--- config.mk ---
export PLATFORM = sky130hd
export DESIGN_NAME = display_arbiter
export DESIGN_NICKNAME = d
export VERILOG_FILES = /design/src/rtl/display_arbiter.sv
export SDC_FILE = /design/constraint.sdc
export NUM_CORES = 1
export LEC_CHECK = 0
export CAP_MARGIN = 20
export CORE_ASPECT_RATIO = 0.7
export CORE_MARGIN = 3
export CORE_UTILIZATION = 45
export CTS_CLUSTER_DIAMETER = 40
export DETAILED_ROUTE_END_ITERATION = 10
export PLACE_DENSITY_LB_ADDON = 0.25
export SLEW_MARGIN = 40
export SYNTH_ARGS = -nofsm -noshare
export SYNTH_HDL_FRONTEND = slang
export SYNTH_SLANG_ARGS = --single-unit
--- constraint.sdc ---
create_clock -name clk -period 5 [get_ports clk]
set_input_delay 0.75 -clock clk [delete_from_list [all_inputs] [get_ports clk]]
set_output_delay 0.75 -clock clk [all_outputs]
set_load 0.01 [all_outputs]
--- src/rtl/display_arbiter.sv ---
// Round-robin owner arbitration of the shared 4-digit display
// with a minimum hold time before a waiting requester can preempt.
module display_arbiter #(
  parameter  int NUM_REQ     = 4,
  parameter  int HOLD_CYCLES = 1000,
  localparam int CNT_W       = $clog2(HOLD_CYCLES + 1)
) (
  input  logic                   clk,
  input  logic                   reset,
  input  logic [NUM_REQ-1:0]     req,
  input  logic [16*NUM_REQ-1:0]  data,
  output logic [NUM_REQ-1:0]     grant,
  output logic [15:0]            disp_val,
  output logic                   disp_blank,
  output logic [2:0]             owner_id
);

  typedef enum logic {
    S_IDLE,
    S_OWNED
  } state_t;

  localparam logic [CNT_W-1:0] HOLD_LD = CNT_W'(HOLD_CYCLES - 1);
  localparam logic [2:0]       LAST    = 3'(NUM_REQ - 1);
  localparam logic [NUM_REQ-1:0] ONE   = NUM_REQ'(1);

  state_t             r_state, w_state_d;
  logic [NUM_REQ-1:0] r_grant, w_grant_d;
  logic [15:0]        r_val, w_val_d;
  logic               r_blank, w_blank_d;
  logic [2:0]         r_owner, w_owner_d;
  logic [2:0]         r_rr, w_rr_d;
  logic [CNT_W-1:0]   r_hold, w_hold_d;

  logic               w_own_req;
  logic               w_others;
  logic               w_expire;
  logic [2:0]         w_nxt_start;
  logic [2:0]         w_win_rr;
  logic [2:0]         w_win_nx;
  logic [15:0]        w_own_data;
  logic [15:0]        w_rr_data;
  logic [15:0]        w_nx_data;

  // Winner is the set request at the smallest circular distance from s.
  function automatic logic [2:0] f_pick(
    input logic [NUM_REQ-1:0] r,
    input logic [2:0]         s
  );
    int best;
    int d;
    f_pick = 3'd0;
    best   = NUM_REQ;
    for (int i = 0; i < NUM_REQ; i++) begin
      d = (i + NUM_REQ - int'(s)) % NUM_REQ;
      if (r[i] && d < best) begin
        best   = d;
        f_pick = 3'(i);
      end
    end
  endfunction

  function automatic logic [15:0] f_sel(
    input logic [16*NUM_REQ-1:0] d,
    input logic [2:0]            idx
  );
    f_sel = 16'h0000;
    for (int i = 0; i < NUM_REQ; i++) begin
      if (idx == 3'(i)) f_sel = d[16*i +: 16];
    end
  endfunction

  assign w_own_req   = |(req & r_grant);
  assign w_others    = |(req & ~r_grant);
  assign w_expire    = (r_hold == '0) && w_others;
  assign w_nxt_start = (r_owner == LAST) ? 3'd0 : r_owner + 3'd1;
  assign w_win_rr    = f_pick(req, r_rr);
  assign w_win_nx    = f_pick(req, w_nxt_start);
  assign w_own_data  = f_sel(data, r_owner);
  assign w_rr_data   = f_sel(data, w_win_rr);
  assign w_nx_data   = f_sel(data, w_win_nx);

  always_comb begin
    w_state_d = r_state;
    w_grant_d = r_grant;
    w_val_d   = r_val;
    w_blank_d = r_blank;
    w_owner_d = r_owner;
    w_rr_d    = r_rr;
    w_hold_d  = r_hold;
    unique case (r_state)
      S_IDLE: begin
        if (|req) begin
          w_state_d = S_OWNED;
          w_grant_d = ONE << w_win_rr;
          w_owner_d = w_win_rr;
          w_val_d   = w_rr_data;
          w_blank_d = 1'b0;
          w_hold_d  = HOLD_LD;
        end
      end
      S_OWNED: begin
        unique case (1'b1)
          !w_own_req: begin
            w_rr_d = w_nxt_start;
            if (w_others) begin
              w_grant_d = ONE << w_win_nx;
              w_owner_d = w_win_nx;
              w_val_d   = w_nx_data;
              w_hold_d  = HOLD_LD;
            end else begin
              w_state_d = S_IDLE;
              w_grant_d = '0;
              w_owner_d = 3'd0;
              w_blank_d = 1'b1;
            end
          end
          w_own_req && w_expire: begin
            w_rr_d    = w_nxt_start;
            w_grant_d = ONE << w_win_nx;
            w_owner_d = w_win_nx;
            w_val_d   = w_nx_data;
            w_hold_d  = HOLD_LD;
          end
          default: begin
            w_val_d = w_own_data;
            if (r_hold != '0) w_hold_d = r_hold - CNT_W'(1);
          end
        endcase
      end
    endcase
  end

  always_ff @(posedge clk or negedge reset) begin
    if (!reset) begin
      r_state <= S_IDLE;
      r_grant <= '0;
      r_val   <= 16'h0000;
      r_blank <= 1'b1;
      r_owner <= 3'd0;
      r_rr    <= 3'd0;
      r_hold  <= '0;
    end else begin
      r_state <= w_state_d;
      r_grant <= w_grant_d;
      r_val   <= w_val_d;
      r_blank <= w_blank_d;
      r_owner <= w_owner_d;
      r_rr    <= w_rr_d;
      r_hold  <= w_hold_d;
    end
  end

  assign grant      = r_grant;
  assign disp_val   = r_val;
  assign disp_blank = r_blank;
  assign owner_id   = r_owner;

endmodule

Word level (Yosys, flattened, before mapping)
Index checks and enable logic that the tools add are counted.
{"block": "totals", "regBits": 38, "latchBits": 0, "ramBits": 0, "mem_bits_ro": 0, "inputBits": 70, "output_inout_bits": 24, "wordCells": 141, "mem_count": 0}
{"block": "classes", "n_addsub": 10, "n_mul": 0, "n_div": 0, "n_lt_le_gt_ge": 8, "eq_ne": 15, "n_shift": 2, "muxes": 54, "n_bitwise": 12, "n_reduce_logical": 33}
{"operator": "$mux 16", "n": 15}
{"operator": "$lt 3x32->1", "n": 6}
{"operator": "$mux 32", "n": 6}
{"operator": "$pmux 16 s2", "n": 2}
{"operator": "$mux 10", "n": 4}
{"operator": "$pmux 10 s2", "n": 2}
{"operator": "$sub 3x3->4 const A", "n": 8}
{"operator": "$eq 3x2->1 const B", "n": 6}
{"operator": "$mux 3", "n": 6}
{"operator": "$reduce_or 2->1", "n": 9}
{"operator": "$pmux 4 s2", "n": 2}
{"operator": "$mux 4", "n": 3}
{"operator": "$pmux 3 s2", "n": 2}
{"operator": "$reduce_or 4->1", "n": 3}
{"operator": "$logic_and 1x1->1", "n": 10}
{"operator": "$logic_not 10->1", "n": 1}
{"operator": "$reduce_bool 10->1", "n": 1}
{"operator": "$sub 10x1->10 const B", "n": 1}
{"operator": "$eq 3x1->1 const B", "n": 3}
{"operator": "$logic_not 3->1", "n": 3}
{"operator": "$and 1x1->1", "n": 8}
{"operator": "$and 4x4->4", "n": 2}
{"operator": "$lt 3x4->1 const B", "n": 2}
{"operator": "$mux 1", "n": 8}
{"operator": "13 further kinds", "n": 21}

Longest topological paths before layout
{"block": "depth", "word_depth": 26, "depth_mapped": 26, "mapped_depth_nobuf": 19}

Worst setup path after synthesis
No wires, ideal clock.
{"block": "synth_timing", "kind": "input-to-reg", "from": "in req[0]", "to": "reg r_val[5], in the netlist disp_val[5]", "setup_ps": 126, "arrival_time_ps": 4939, "required_time_ps": 4874, "slack_ps": -65, "stages": 24, "n_path_buf": 7, "path_cell_list": "buf_2 clkbuf_1 ha_1 inv_1 a31oi_1 a2bb2oi_2 buf_4 buf_2 a31oi_1 ha_1 inv_1 a221oi_1 o211a_1 buf_2 buf_1 nand2_1 o21ai_0 ha_1 o21ai_0 a21oi_1 o31a_2 buf_6 mux2_4 a221o_1"}
{"block": "synth_via", "elab_chain_cells": 20, "elab_cells_between_ends": 58, "cone_classes": "order compare: 6; eq/ne: 8; mux: 25; bitwise: 2; reduce/logical: 17"}
{"element": "start: declaration", "line_no": "10", "text": "input logic [NUM_REQ-1:0] req,"}
{"element": "$logic_and 1x1->1", "line_no": "56", "text": "if (r[i] && d < best) begin"}
{"element": "$mux 32", "line_no": "56"}
{"element": "$lt 3x32->1", "line_no": "56"}
{"element": "$logic_and 1x1->1", "line_no": "56"}
{"element": "$mux 32", "line_no": "56"}
{"element": "$lt 3x32->1", "line_no": "56"}
{"element": "$logic_and 1x1->1", "line_no": "56"}
{"element": "$mux 32", "line_no": "56"}
{"element": "$lt 3x32->1", "line_no": "56"}
{"element": "$logic_and 1x1->1", "line_no": "56"}
{"element": "$mux 3", "line_no": "56"}
{"element": "$logic_not 3->1", "line_no": "69", "text": "if (idx == 3'(i)) f_sel = d[16*i +: 16];"}
{"element": "$mux 16 (4 in series)", "line_no": "69"}
{"element": "$mux 16", "line_no": "106", "text": "if (w_others) begin"}
{"element": "$mux 16", "line_no": "103", "text": "unique case (1'b1)"}
{"element": "$pmux 16 s2", "line_no": "103"}
{"element": "$pmux 16 s2", "line_no": "91", "text": "unique case (r_state)"}
{"element": "end signal: assignment", "line_no": "146", "text": "r_val <= w_val_d;"}
{"element": "end: declaration", "line_no": "29", "text": "logic [15:0] r_val, w_val_d;"}
Several ways; a longest one is shown, not always the timed one. The select of a mux whose other input is x is not followed.
A chain may end at the register's enable or synchronous reset.

Final worst setup path
{"block": "layout_timing", "from": "reg r_owner[0], in the netlist owner_id[0]", "to": "reg r_val[3], in the netlist disp_val[3]"}
{"block": "layout_via", "elab_chain_cells": 26, "elab_cells_between_ends": 48, "cone_classes": "add/sub: 5; order compare: 4; eq/ne: 6; mux: 19; bitwise: 4; reduce/logical: 10"}
{"element": "start: declaration", "line_no": "31", "text": "logic [2:0] r_owner, w_owner_d;"}
{"element": "start signal: assignment", "line_no": "148", "text": "r_owner <= w_owner_d;"}
{"element": "$add 3x1->3 or $eq 3x2->1 (tied branches)", "line_no": "76", "text": "assign w_nxt_start = (r_owner == LAST) ? 3'd0 : r_owner + 3'd1;"}
{"element": "$mux 3 (*)", "line_no": "76"}
{"element": "net w_nxt_start[1]", "line_no": "38", "text": "logic [2:0] w_nxt_start;"}
{"element": "$sub 3x3->4", "line_no": "55", "text": "d = (i + NUM_REQ - int'(s)) % NUM_REQ;"}
{"element": "$reduce_or 2->1 (no source line)"}
{"element": "$and 1x1->1 (no source line)"}
{"element": "$lt 3x4->1", "line_no": "56"}
{"element": "$logic_and 1x1->1", "line_no": "56"}
{"element": "[... 9 more ...]"}
{"element": "$mux 3 (*)", "line_no": "56"}
{"element": "$logic_not 3->1", "line_no": "69"}
{"element": "$mux 16 (3 in series)", "line_no": "69"}
{"element": "$mux 16 (*)", "line_no": "69"}
{"element": "$mux 16", "line_no": "106"}
{"element": "$mux 16", "line_no": "103"}
{"element": "$pmux 16 s2 (*)", "line_no": "103"}
{"element": "$pmux 16 s2 (*)", "line_no": "91"}
Mark *: on every way through the listed nets, which the timed path passes. The rest lies on a longest branch. The select of a mux whose other input is x is not followed.

==> results.md <==
- Setup repair after global routing left no endpoint under its margin.
- In this run the cell area measured after placement is 4690 um2.
- At the end of the flow, the number of nets in the layout was 623.
- The final RePlAce weighted congestion is 0.872.
- In this run the tool buffered the top-level ports with 92 buffer cells.
- Clock tree synthesis inserted a total of 5 buffers.
- The worst pin sits at a relative slew slack of 47.0%.
- Of the available clock period, the critical path in the final layout requires 91.8%.
- The count of routing violations after the opening detailed-route iteration is 254.
- The fraction of layout instances using a drive strength above 1 is 9.81%.
- Clock tree synthesis found a total of 36 sinks.
- 94 I/O pins were placed.
- The post-cts repair resize count is 0.
- Based on the critical path, the design can be clocked at up to 0.218 GHz.
- The number of antenna violations at the first check in global routing is 0.
- The clock edge transition at the registers on the reported setup and hold paths is 50 ps.
- The number of routed nets with antenna violations is 0.
- Buffers inserted to repair hold after CTS numbered 0.
- The post-route setup TNS is 0 ps.
- The pin count of the biggest net entering global routing is 37.
- In this run the post-CTS setup repair buffer count came out at 0.
- The initial cell density of the core is 48.4%.
- The number of buffers and inverters on the critical path is 1.
- The first detailed-routing pass ran for 5 iterations.
- The growth of design area from synthesis to finish is 31.5%.
- After synthesis the netlist holds a flip-flop and latch count of 36.
- The final hold violation count was 0.
- The class of the tightest hold or removal check is primary input to async pin.
- Power spread over the standard cell area amounts to 604 nW/um2.
- The H-tree depth is 2.
- The worst voltage drop across the vdd grid is 366 uV.
- The most numerous cell type found on the critical path is sky130_fd_sc_hd__ha_1.
- Using the TritonRoute via totals, the vias-per-cell ratio works out to 6.18.
- Setup violations remaining at the end of the flow were counted as 0.
- Counting I/O delays and the setup requirement, the final critical path takes 4590 ps.
- In the synthesized netlist, the cells that appear most often are sky130_fd_sc_hd__nor2_1 (62), sky130_fd_sc_hd__a21oi_1 (50), sky130_fd_sc_hd__mux2i_1 (45), sky130_fd_sc_hd__dfrtp_1 (35), sky130_fd_sc_hd__o21ai_0 (35).
- The first global-routing pass estimated 18300 um of wire.
- The mapped netlist covers 3680 um2.
- The die extent in x is 114 um.
- Yosys printed 0 warnings.
- Dividing the detail-routed wire length by the instance count gives 18.1 um.
- The element type at the critical path end is a flop.
- The highest cell delay on the worst timing path is 520 ps.
- The placement row count is 26.
- The maximum count of clock buffers along a single path is 2.
- The utilization after layout is 63.6%.
- The later pin in the worst-skew pair is clocked with a latency of 280 ps.
- In the global route stage, overall resource usage came out at 24.5%.
- The distinct cell type count after synthesis is 64.
- After legalization and detailed placement, the total HPWL measured 8340 um.
- The floorplan step defined a die boundary enclosing 9320 um2.
- Of all nets on the critical path, the largest fanout is 16.
- The cell family contributing the most delay on the critical path is compound AO/OA/AOI/OAI gates.
- The via count is 3946.
- The run finished with clean final reports.
- Summing all non-filler instances in the final layout gives an area of 4840 um2.
- For the worst setup path, the data required time is 5160 ps.
- The floorplan step defined a core boundary enclosing 7610 um2.
- The register area share after synthesis is 24.5%.
- For the pin with the worst max-slew slack, the measured transition is 795 ps.
- Walking the worst path, the cells encountered are inv_1, ha_1, or4_1, o21ai_0, a22oi_1, ha_1, nor3_1, o21ai_2, nand2_1, o21ai_0, ha_1, nor3_1, o211ai_1, a21oi_1, mux2_4, a221oi_1, a221o_1.
- The most used flip-flop cell after synthesis is sky130_fd_sc_hd__dfrtp_1.
- The max capacitance violation total is 0.
- The number of global-route vias before repair is 3695.
- The worst setup path is of the flop to flop kind.
- The die is 81.7 um tall.
- The total grt overflow is 0.
- The DRC violations left is 0.
- The clock tree from TritonCTS is done.
- Counting flops with an async set or reset pin after synthesis yields a share of 100%.
- The fraction of post-synthesis cell area in the top cell type by area is 23.8%.
- The detailed-route wire length is 11500 um.
- After synthesis, the cell types taking the most area are sky130_fd_sc_hd__dfrtp_1 (24%), sky130_fd_sc_hd__mux2i_1 (12%), sky130_fd_sc_hd__a21oi_1 (6.8%).
- A synthesized cell averages 8.06 um2.
- In this run, synthesis inferred 0 flip-flops with an integrated enable.
- The final number of max-transition violations was 0.
- The critical path startpoint category is a flop.
- The number of instances in the synthesized netlist is 457.
- The biggest area contributor in the post-synthesis netlist is sky130_fd_sc_hd__dfrtp_1.
- At the worst endpoint, the arrival time is 4750 ps.
- The cell chosen for the clock root is sky130_fd_sc_hd__clkbuf_16.
- The most common cell in the netlist is sky130_fd_sc_hd__nor2_1.
- Among all stages on the critical path, the largest delay is contributed by sky130_fd_sc_hd__dfrtp_1.
- For this design the static power due to leakage is 2.10 nW.
- The filler cells instantiated in the layout total 655.
- The maximum clock skew at final layout is 9.21 ps.
- The count of antenna diodes in the layout is 0.
cell usage in the layout, fill, tap and decap left out, drive strengths merged, types with 2 or more instances in the layout:
| master | instances |
|---|---|
| clkdlybuf4s50 | 91 |
| nor2 | 63 |
| a21oi | 50 |
| mux2i | 45 |
| o21ai | 36 |
| dfrtp | 35 |
| nand2 | 26 |
| inv | 20 |
| a22oi | 20 |
| a221oi | 16 |
| ha | 14 |
| buf | 13 |
| a211oi | 12 |
| nand2b | 8 |
| conb | 7 |
| nor2b | 6 |
| a31oi | 6 |
| clkbuf | 6 |
| mux2 | 6 |
| a221o | 5 |
| xnor2 | 4 |
| nor3b | 3 |
| nand3b | 3 |
| nor3 | 3 |
| xor2 | 3 |
| or4 | 3 |
| nor4 | 3 |
| or3 | 2 |
| nand4b | 2 |
| a21o | 2 |
| o211ai | 2 |
| and2 | 2 |
| nand3 | 2 |
| clkinv | 2 |
| a2bb2oi | 2 |
power by group:
part	switching [W]	total (W)	internal [W]
clock	0.000117	0.000313	0.000196
sequential	0.000111	0.000529	0.000419
combinational	0.00116	0.00208	0.000923
cell families after synthesis:
kind of cell	count (synthesis)	synth area share, %
adders and majority gates	15	5.03
DFF	36	24.5
other	2	0.204
and+or+nand+nor	131	17.5
AOI/OAI and AO/OA	161	30.0
xor gates and xnor gates	7	1.66
buffers and inverters	54	6.86
muxes	51	14.3
through the flow:
step / setup slack [ps] / total power (W) / std cells / hold slack, ps
floorplan: 35.0 / 0.00195 / 462 / 454
finish: 410 / 0.00293 / 638 / 432
global route: 179 / 0.00315 / 638 / 467
detailed placement: 241 / 0.00257 / 630 / 492
CTS: 507 / 0.00290 / 638 / 515
global placement: 449 / 0.00249 / 629 / 490
state kept, by name, summed over array words and instances (netlist names):
register	count
r_rr	2
disp_val	16
r_hold	10
r_state	1
grant	4
owner_id	2
disp_blank	1
worst register-to-register path, cell delays in order (launching register included):
cell                       delay, ps
sky130_fd_sc_hd__dfrtp_1         520
sky130_fd_sc_hd__inv_1           130
sky130_fd_sc_hd__ha_1            400
sky130_fd_sc_hd__or4_1           420
sky130_fd_sc_hd__o21ai_0          90
sky130_fd_sc_hd__a22oi_1         130
sky130_fd_sc_hd__ha_1            230
sky130_fd_sc_hd__nor3_1          310
sky130_fd_sc_hd__o21ai_2         130
sky130_fd_sc_hd__nand2_1          80
sky130_fd_sc_hd__o21ai_0          90
sky130_fd_sc_hd__ha_1            210
sky130_fd_sc_hd__nor3_1          240
sky130_fd_sc_hd__o211ai_1        160
sky130_fd_sc_hd__a21oi_1         480
sky130_fd_sc_hd__mux2_4          440
sky130_fd_sc_hd__a221oi_1        150
sky130_fd_sc_hd__a221o_1         270
final cells by class:
class                           instances  area, um2  share of cell area, %
Timing Repair Buffer                  104       1020                   21.0
Tap cell                               98        123                   2.53
Clock buffer                            6        139                   2.87
Multi-Input combinational cell        372       2580                   53.2
Clock inverter                          2       10.0                  0.207
Sequential cell                        36        902                   18.6
Inverter                               20       75.1                   1.55
worst paths after layout:
| kind | start | endpoint | slack [ps] | cells after the start |
|---|---|---|---|---|
| worst max-delay path | owner_id[0] | disp_val[3] | 410 | 17 |
| worst min-delay path | reset | r_hold[0] | 430 | 1 |
| worst max register to register | owner_id[0] | disp_val[3] | 410 | 17 |
| worst min register to register | r_hold[9] | r_hold[9] | 510 | 1 |
| max in group asynchronous | reset | disp_blank | 4220 | 1 |
| min in group clk | r_hold[9] | r_hold[9] | 510 | 1 |
layer usage:
layer	routed length (um)	GRT usage, %	up-vias	share of wire, %
met1	5140	33.5	1849	45
met4	187	6.41	0	1.6
met2	5160	39.4	226	45
li1	-	-	1848	-
met5	0	0	-	0
met3	1030	5.45	23	8.9
(Power assumes the default switching activity.)
